==> config.mk <==
export PLATFORM = sky130hd
export DESIGN_NAME = multicycle_cont_unit_flat
export DESIGN_NICKNAME = d
export VERILOG_FILES = /design/src/rtl/multicycle_cont_unit_if.sv /design/src/rtl/multicycle_cont_unit.sv /design/src/flat_wrapper.sv
export SDC_FILE = /design/constraint.sdc
export NUM_CORES = 1
export LEC_CHECK = 0
export CAP_MARGIN = 20
export CORE_MARGIN = 1.5
export CORE_UTILIZATION = 55
export CTS_CLUSTER_DIAMETER = 100
export CTS_CLUSTER_SIZE = 40
export DETAILED_ROUTE_END_ITERATION = 8
export DONT_BUFFER_PORTS = 1
export PLACE_DENSITY = 0.72
export SLEW_MARGIN = 10
export SYNTH_ARGS = -nofsm -noshare
export SYNTH_HDL_FRONTEND = slang
export SYNTH_SLANG_ARGS = --single-unit
==> constraint.sdc <==
create_clock -name clk -period 1.47 [get_ports clk]
set_clock_uncertainty 0.1 [all_clocks]
set_input_delay 0.294 -clock clk [delete_from_list [all_inputs] [get_ports clk]]
set_output_delay 0.294 -clock clk [all_outputs]
set_load 0.1 [all_outputs]
==> src/rtl/multicycle_cont_unit_if.sv <==
// Handshake and strobe bundle between the multicycle control unit and its datapath.
// The slave modport is the control unit; the master modport is the datapath/memory side.
interface multicycle_cont_unit_if;
  logic [31:0] inst;
  logic        mem_ready;
  logic        resume;
  logic        ir_write;
  logic        pc_write;
  logic        branch;
  logic        ebreak_signal;
  logic        memRead;
  logic        memWrite;
  logic [2:0]  memToReg;
  logic [1:0]  ALUOp;
  logic        ALUSrc;
  logic        regWrite;
  logic        mem_err;
  logic [2:0]  state;

  modport slave (
    input  inst, mem_ready, resume,
    output ir_write, pc_write, branch, ebreak_signal, memRead, memWrite,
           memToReg, ALUOp, ALUSrc, regWrite, mem_err, state
  );

  modport master (
    output inst, mem_ready, resume,
    input  ir_write, pc_write, branch, ebreak_signal, memRead, memWrite,
           memToReg, ALUOp, ALUSrc, regWrite, mem_err, state
  );
endinterface

==> src/rtl/multicycle_cont_unit.sv <==
// Multicycle RV32I control FSM: FETCH/DECODE/EXEC/MEM/WB with EBREAK halt and a
// memory-wait watchdog that parks the core in ERROR until reset.
module multicycle_cont_unit #(
  parameter int unsigned TIMEOUT_W = 4
) (
  input  logic                 clk,
  input  logic                 rst,
  multicycle_cont_unit_if.slave bus
);

  typedef enum logic [2:0] {
    StFetch  = 3'd0,
    StDecode = 3'd1,
    StExec   = 3'd2,
    StMem    = 3'd3,
    StWb     = 3'd4,
    StHalt   = 3'd5,
    StError  = 3'd6
  } state_e;

  localparam logic [6:0] OpLui    = 7'b0110111;
  localparam logic [6:0] OpAuipc  = 7'b0010111;
  localparam logic [6:0] OpJal    = 7'b1101111;
  localparam logic [6:0] OpJalr   = 7'b1100111;
  localparam logic [6:0] OpBranch = 7'b1100011;
  localparam logic [6:0] OpLoad   = 7'b0000011;
  localparam logic [6:0] OpStore  = 7'b0100011;
  localparam logic [6:0] OpImm    = 7'b0010011;
  localparam logic [6:0] OpReg    = 7'b0110011;
  localparam logic [6:0] OpSystem = 7'b1110011;

  // {funct3, inst[20]} pattern identifying EBREAK within SYSTEM
  localparam logic [3:0] SysEbreak = 4'b0001;

  state_e               r_state;
  state_e               w_state_nxt;
  logic [TIMEOUT_W-1:0] r_cnt;
  logic [TIMEOUT_W-1:0] w_cnt_nxt;
  logic [6:0]           r_op;
  logic [3:0]           r_sys;

  logic       w_timeout;
  logic       w_ir_write;
  logic       w_pc_write;
  logic       w_branch;
  logic       w_ebreak;
  logic       w_mem_read;
  logic       w_mem_write;
  logic [2:0] w_mem_to_reg;
  logic [1:0] w_alu_op;
  logic       w_alu_src;
  logic       w_reg_write;
  logic       w_mem_err;

  // Instruction fields not needed for control decoding
  logic w_unused_inst;
  assign w_unused_inst = ^{bus.inst[31:21], bus.inst[19:15], bus.inst[11:7]};

  assign w_timeout = (r_cnt == {TIMEOUT_W{1'b1}});

  // State, wait counter and decoded-field registers
  always_ff @(posedge clk or posedge rst) begin
    if (rst) begin
      r_state <= StFetch;
      r_cnt   <= '0;
      r_op    <= '0;
      r_sys   <= '0;
    end else begin
      r_state <= w_state_nxt;
      r_cnt   <= w_cnt_nxt;
      if (r_state == StDecode) begin
        r_op  <= bus.inst[6:0];
        r_sys <= {bus.inst[14:12], bus.inst[20]};
      end
    end
  end

  // Next-state and per-state strobes; a ready in the timeout cycle still completes
  always_comb begin
    w_state_nxt  = r_state;
    w_ir_write   = 1'b0;
    w_pc_write   = 1'b0;
    w_branch     = 1'b0;
    w_ebreak     = 1'b0;
    w_mem_read   = 1'b0;
    w_mem_write  = 1'b0;
    w_mem_to_reg = 3'b000;
    w_alu_op     = 2'b00;
    w_alu_src    = 1'b0;
    w_reg_write  = 1'b0;
    w_mem_err    = 1'b0;

    unique case (r_state)
      StFetch: begin
        w_mem_read = 1'b1;
        if (bus.mem_ready) begin
          w_ir_write  = 1'b1;
          w_state_nxt = StDecode;
        end else if (w_timeout) begin
          w_state_nxt = StError;
        end
      end

      StDecode: w_state_nxt = StExec;

      StExec: begin
        case (r_op)
          OpLoad, OpStore: begin
            w_alu_src   = 1'b1;
            w_state_nxt = StMem;
          end
          OpLui, OpAuipc, OpJalr: begin
            w_alu_src   = 1'b1;
            w_state_nxt = StWb;
          end
          OpJal: begin
            w_alu_op    = 2'b10;
            w_alu_src   = 1'b1;
            w_state_nxt = StWb;
          end
          OpBranch: begin
            w_alu_op    = 2'b01;
            w_branch    = 1'b1;
            w_pc_write  = 1'b1;
            w_state_nxt = StFetch;
          end
          OpImm: begin
            w_alu_op    = 2'b11;
            w_alu_src   = 1'b1;
            w_state_nxt = StWb;
          end
          OpReg: begin
            w_alu_op    = 2'b10;
            w_state_nxt = StWb;
          end
          OpSystem: begin
            if (r_sys == SysEbreak) begin
              w_state_nxt = StHalt;
            end else begin
              w_pc_write  = 1'b1;
              w_state_nxt = StFetch;
            end
          end
          // FENCE and unknown opcodes retire as no-ops
          default: begin
            w_pc_write  = 1'b1;
            w_state_nxt = StFetch;
          end
        endcase
      end

      StMem: begin
        w_alu_src = 1'b1;
        if (r_op == OpLoad) begin
          w_mem_read = 1'b1;
        end else begin
          w_mem_write = 1'b1;
        end
        if (bus.mem_ready) begin
          if (r_op == OpLoad) begin
            w_state_nxt = StWb;
          end else begin
            w_pc_write  = 1'b1;
            w_state_nxt = StFetch;
          end
        end else if (w_timeout) begin
          w_state_nxt = StError;
        end
      end

      StWb: begin
        w_reg_write = 1'b1;
        w_pc_write  = 1'b1;
        case (r_op)
          OpLoad:        w_mem_to_reg = 3'b001;
          OpLui:         w_mem_to_reg = 3'b010;
          OpAuipc:       w_mem_to_reg = 3'b011;
          OpJal, OpJalr: begin
            w_mem_to_reg = 3'b100;
            w_branch     = 1'b1;
          end
          default:       w_mem_to_reg = 3'b000;
        endcase
        w_state_nxt = StFetch;
      end

      StHalt: begin
        w_ebreak = 1'b1;
        if (bus.resume) begin
          w_pc_write  = 1'b1;
          w_state_nxt = StFetch;
        end
      end

      StError: w_mem_err = 1'b1;

      default: w_state_nxt = StFetch;
    endcase
  end

  // Wait counter clears on every state change and counts unanswered memory cycles
  always_comb begin
    w_cnt_nxt = r_cnt;
    if (w_state_nxt != r_state) begin
      w_cnt_nxt = '0;
    end else if (((r_state == StFetch) || (r_state == StMem)) && !bus.mem_ready) begin
      w_cnt_nxt = r_cnt + 1'b1;
    end
  end

  // Outputs are forced low while reset is held
  assign bus.ir_write      = w_ir_write & ~rst;
  assign bus.pc_write      = w_pc_write & ~rst;
  assign bus.branch        = w_branch & ~rst;
  assign bus.ebreak_signal = w_ebreak & ~rst;
  assign bus.memRead       = w_mem_read & ~rst;
  assign bus.memWrite      = w_mem_write & ~rst;
  assign bus.memToReg      = rst ? 3'b000 : w_mem_to_reg;
  assign bus.ALUOp         = rst ? 2'b00 : w_alu_op;
  assign bus.ALUSrc        = w_alu_src & ~rst;
  assign bus.regWrite      = w_reg_write & ~rst;
  assign bus.mem_err       = w_mem_err & ~rst;
  assign bus.state         = rst ? 3'd0 : r_state;

endmodule

==> src/flat_wrapper.sv <==
// flat-port wrapper written by rule: the top's interface ports become plain ports
module multicycle_cont_unit_flat 
#(
  parameter int unsigned TIMEOUT_W = 4
)
  (clk, rst, bus_inst, bus_mem_ready, bus_resume, bus_ir_write, bus_pc_write, bus_branch, bus_ebreak_signal, bus_memRead, bus_memWrite, bus_memToReg, bus_ALUOp, bus_ALUSrc, bus_regWrite, bus_mem_err, bus_state);
  multicycle_cont_unit_if bus_i ();
  input  logic clk;
  input  logic rst;
  input wire logic [$bits(bus_i.inst)-1:0] bus_inst;
  input wire logic [$bits(bus_i.mem_ready)-1:0] bus_mem_ready;
  input wire logic [$bits(bus_i.resume)-1:0] bus_resume;
  output wire logic [$bits(bus_i.ir_write)-1:0] bus_ir_write;
  output wire logic [$bits(bus_i.pc_write)-1:0] bus_pc_write;
  output wire logic [$bits(bus_i.branch)-1:0] bus_branch;
  output wire logic [$bits(bus_i.ebreak_signal)-1:0] bus_ebreak_signal;
  output wire logic [$bits(bus_i.memRead)-1:0] bus_memRead;
  output wire logic [$bits(bus_i.memWrite)-1:0] bus_memWrite;
  output wire logic [$bits(bus_i.memToReg)-1:0] bus_memToReg;
  output wire logic [$bits(bus_i.ALUOp)-1:0] bus_ALUOp;
  output wire logic [$bits(bus_i.ALUSrc)-1:0] bus_ALUSrc;
  output wire logic [$bits(bus_i.regWrite)-1:0] bus_regWrite;
  output wire logic [$bits(bus_i.mem_err)-1:0] bus_mem_err;
  output wire logic [$bits(bus_i.state)-1:0] bus_state;
  assign bus_i.inst = bus_inst;
  assign bus_i.mem_ready = bus_mem_ready;
  assign bus_i.resume = bus_resume;
  assign bus_ir_write = bus_i.ir_write;
  assign bus_pc_write = bus_i.pc_write;
  assign bus_branch = bus_i.branch;
  assign bus_ebreak_signal = bus_i.ebreak_signal;
  assign bus_memRead = bus_i.memRead;
  assign bus_memWrite = bus_i.memWrite;
  assign bus_memToReg = bus_i.memToReg;
  assign bus_ALUOp = bus_i.ALUOp;
  assign bus_ALUSrc = bus_i.ALUSrc;
  assign bus_regWrite = bus_i.regWrite;
  assign bus_mem_err = bus_i.mem_err;
  assign bus_state = bus_i.state;
  multicycle_cont_unit #(.TIMEOUT_W(TIMEOUT_W)) u_core (.clk(clk), .rst(rst), .bus(bus_i));
endmodule
==> summary.txt, run 1 <==
Outcome: aborted with a tool error
Halt Stage: 4_1_cts
Log Error: [ERROR DPL-0038] Utilization greater than 100%, impossible to legalize
Post-Synthesis Cells: 134
# clock sinks: 18
Cell variety after synth: 51
Post-CTS Hold Buffers: 1
TritonCTS Buffers: 3
Cell taking the most area after synthesis: dfrtp_1
Longest Clk Path Bufs: 2
Gpl congestion: 0.9422
Number of enable flip-flop cells after synthesis: 0
Clock tree root driver cell: clkbuf_4
Top cells by count, synth: dfrtp_1, nor2_1, mux2_2
Share of cell area taken by muxes after synthesis: 10.57%
Largest family of logic cells by synthesized area: simple AND/OR/NAND/NOR gates
Initial Util: 57.28%
Post-CTS sizing: 74
XOR/XNOR share of the synthesized area: 2.094%
Seq cells post-synth: 18
Ports: 53
Post-Synth Adder-Cell Area: 0.9970%
Top-area cell type share of the netlist area: 35.89%
Port buffer count: 0
Main synth FF type: dfrtp_1
H-tree depth: 1
Asr flop ratio synth: 100.0%
Post-DP HPWL: 3273 um
Complex-gate fraction of the synthesized area: 14.76%
Post-synthesis sequential area ratio: 35.89%
Row cnt: 17
Post-Synth Simple-Gate Area: 30.41%
Post-CTS Setup Inserts: 19
Top-count cell post-synth: dfrtp_1
Warnings from Yosys: 0
Synth Net Count: 171
Die span in y: 50.77 um
Mapped cell area: 1255 um2
Dominant cells by area after synthesis: dfrtp_1, mux2_2, nor2_1
Die X: 50.77 um
Avg Synthesized Cell Area: 9.365 um2
## cells by family after synthesis
| logic type | after synthesis |
|---|---|
| adders and majority gates | 1 |
| AOI/OAI and AO/OA | 26 |
| and+or+nand+nor | 61 |
| muxes | 12 |
| DFF | 18 |
| xor gates and xnor gates | 3 |
| buffers and inverters | 13 |
## stage by stage
stage | hold WS [ps] | setup slack (ps) | cells | area [um2]
global placement | 109.6 | -403.3 | 213 | 2046
detailed placement | 115.5 | -485.8 | 213 | 2046
floorplan | 279.0 | -1403 | 134 | 1421
==> inputs of run 2 (changes only) <==
CORE_AREA = 2 2 63 65   (was default)
CORE_MARGIN = default   (was 1.5)
CORE_UTILIZATION = default   (was 55)
CTS_CLUSTER_DIAMETER = default   (was 100)
CTS_CLUSTER_SIZE = default   (was 40)
DIE_AREA = 0 0 65 67   (was default)
PLACE_DENSITY = default   (was 0.72)
PLACE_DENSITY_LB_ADDON = 0.15   (was default)
clock period = 1.9 ns   (was 1.47 ns; I/O delays follow)
==> run 2 against run 1 <==
  * The flow now finishes, with violations (negative setup slack)
  * Synthesized cell count stayed put
  * Area after synthesis stayed put
==> summary.txt, run 2 <==
CP endpoint kind: output pin
Crit start category: register
Largest net degree at the start of global routing: 19
Gr ovfl total: 0
Vias/cell: 5.086
Outcome: finished with violations (was aborted with a tool error)
Asr flop ratio synth: 100.0% (unchanged)
Initial DRC Count: 40
Seq cells post-synth: 18 (unchanged)
Number of global-route vias before repair: 1,236
Post-Synthesis Cells: 134 (unchanged)
Longest Clk Path Bufs: 2 (unchanged)
Most flop-heavy register: u_core.r_op
Routed wire length: 3313 um
Final-report setup violation count: 12
Pre-antenna DRT Iters: 4
Final Cycle Share: 117.4%
Pwr dens: 1470 nW/um2
Pre-CTS setup slack: -129.9 ps (was -485.8 ps)
Clock tree root driver cell: clkbuf_8 (was clkbuf_4)
# diodes: 0
Mapped cell area: 1255 um2 (unchanged)
Top cells by count, synth: dfrtp_1, nor2_1, mux2_2 (unchanged)
Peak Freq: 0.4481 GHz
Synth Net Count: 171 (unchanged)
Worst Path Arrival: 1750 ps
Top-area cell type share of the netlist area: 35.89% (unchanged)
Main synth FF type: dfrtp_1 (unchanged)
TritonCTS Buffers: 3 (unchanged)
Top flop regs: u_core.r_op: 7 flops, u_core.r_cnt: 4 flops, u_core.r_sys: 4 flops
Unrepaired setup endpoints after global routing: yes
Max-slew headroom: 57.41%
Min-delay worst type: in -> async
Cell variety after synth: 51 (unchanged)
Share of post-route cells with drive strength above 1: 60.41%
Crit path to: bus_memRead
Warnings from Yosys: 0 (unchanged)
Setup TNS: -2700 ps
Post-DP HPWL: 2547 um (was 3273 um)
Final non-filler cell total: 245
Critical Path RT: 1420 ps
Die X: 65 um (was 50.77 um)
DRT antenna net count: 0
Most common cell after layout, fill and taps aside: buf_4
Max-Cap Viols: 0
Failing checks: negative setup slack
Worst r2r dst: u_core.r_op[1]$_DFFE_PP0P_
CTS tree: yes
R2r startpoint: u_core.r_state[0]$_DFF_PP0_
Drt drc: 0
Core area: 3606 um2
Cell taking the most area after synthesis: dfrtp_1 (unchanged)
Number of enable flip-flop cells after synthesis: 0 (unchanged)
Die area: 4355 um2
Layout area overhead: 79.36%
Final hold vios: 0
Port buffer count: 0 (unchanged)
Fin nets: 235
Clk slew on worst S/H paths: 70 ps
Flop2flop setup slack: 130 ps
Gpl congestion: 0.8551 (was 0.9422)
Initial antenna violation count: 0
Top-count cell post-synth: dfrtp_1 (unchanged)
Post-CTS Hold Buffers: 0 (was 1)
Via count: 1,246
Final worst setup slack: -331.5 ps
DR WL/cell: 13.52 um
Die span in y: 67 um (was 50.77 um)
Initial Util: 34.80% (was 57.28%)
Max reg flops: 7
WS Path Type: reg -> out
# clock sinks: 18 (unchanged)
Slew @ Worst Pin: 638.2 ps
GRT Resource Usage Total: 16.30%
Leakage: 0.9350 nW
Most frequent cells in the layout: buf_4, buf_12, dfrtp_1
Row cnt: 22 (was 17)
Cells after DPL: 225 (was 213)
CP max FO: 4
Worst R2R Path Depth: 8
Ports: 53 (unchanged)
Worst skew pair latency: 250 ps
Max VDD drop: 833.3 uV
H-tree depth: 1 (unchanged)
Worst setup path startpoint: u_core.r_op[3]$_DFFE_PP0P_
Min cycle time layout: 2232 ps
Avg Synthesized Cell Area: 9.365 um2 (unchanged)
Post-synthesis sequential area ratio: 35.89% (unchanged)
First-pass GRT wire length: 5589 um
Dominant cells by area after synthesis: dfrtp_1, mux2_2, nor2_1 (unchanged)
Max-slew violation count: 0
## run 2: cell counts after synthesis
Identical to the previous run, type by type.
## run 2: layout make-up
cell class	instances	area (um2)
multi-input combinational	103	912.1
tap	48	60.06
inverter	4	15.01
fill	297	1355
timing repair buffer	68	753.2
sequential	18	455.4
clock buffer	4	55.05
## run 2: per-stage QoR
| step | power [mW] | instance area (um2) | hold WS, ps | utilization (%) |
|---|---|---|---|---|
| 2_1_floorplan | 2.003 | 1376 | 372.2 | - |
| 3_3_place_gp | 2.695 | 1973 | 293.9 | 54.72 |
| 3_5_place_dp | 2.730 | 1973 | 308.0 | 54.72 |
| 4_1_cts | 3.236 | 2195 | 40.42 | 60.86 |
| 5_1_grt | 3.511 | 2251 | 65.61 | 62.42 |
| 6_report | 3.308 | 2251 | 0.05568 | 62.42 |
## run 2: repair_timing
action,4_1_cts,5_1_grt
resized for setup,27,3
buffers inserted,10,7
endpoints found under the hold margin,0,0
setup endpoints to repair,13,14
gates cloned,0,0
pin swaps,9,3
## run 2: critical path: stages, from the launching register on
cell       delay, ps
dfrtp_1          410
nand4bb_4        260
nor4_4           200
nand3_1          160
a211oi_4         260
buf_12           210
## run 2: kinds of logic (layout without fill, tap and decap cells)
group / count (synthesis) / in the layout / synth area share, %
AO/OA/AOI/OAI: 26 / 26 / 14.76
XOR/XNOR: 3 / 3 / 2.094
multiplexers: 12 / 12 / 10.57
flip-flops: 18 / 18 / 35.89
adder cells (fa/ha/maj): 1 / 1 / 0.9968
buffers and inverters: 13 / 76 / 5.283
AND/OR/NAND/NOR: 61 / 61 / 30.41
## run 2: worst min-delay path by stage
stage                                           start                     endpoint  cells past startpoint
final                                             rst  u_core.r_state[0]$_DFF_PP0_                      1
after global placement                            rst  u_core.r_state[0]$_DFF_PP0_                      1
after CTS                                         rst  u_core.r_state[0]$_DFF_PP0_                      1
after floorplan           u_core.r_sys[0]$_DFFE_PP0P_  u_core.r_sys[0]$_DFFE_PP0P_                      1
after global routing                              rst  u_core.r_state[0]$_DFF_PP0_                      1
after detailed placement                          rst  u_core.r_state[2]$_DFF_PP0_                      1
## run 2: report_power, final
part | switching, mW | internal, mW
Sequential | 0.177 | 0.552
Combinational | 1.15 | 1.13
Clock | 0.119 | 0.184
## run 2: layer usage
metal	routed length (um)	vias to the layer above	global-route usage, %
met1	1345	594	19.33
li1	-	608	-
met2	1752	40	30.03
met3	185	4	3.209
met4	29	0	3.989
met5	0	-	0
Power figures use the tool's default switching activity.
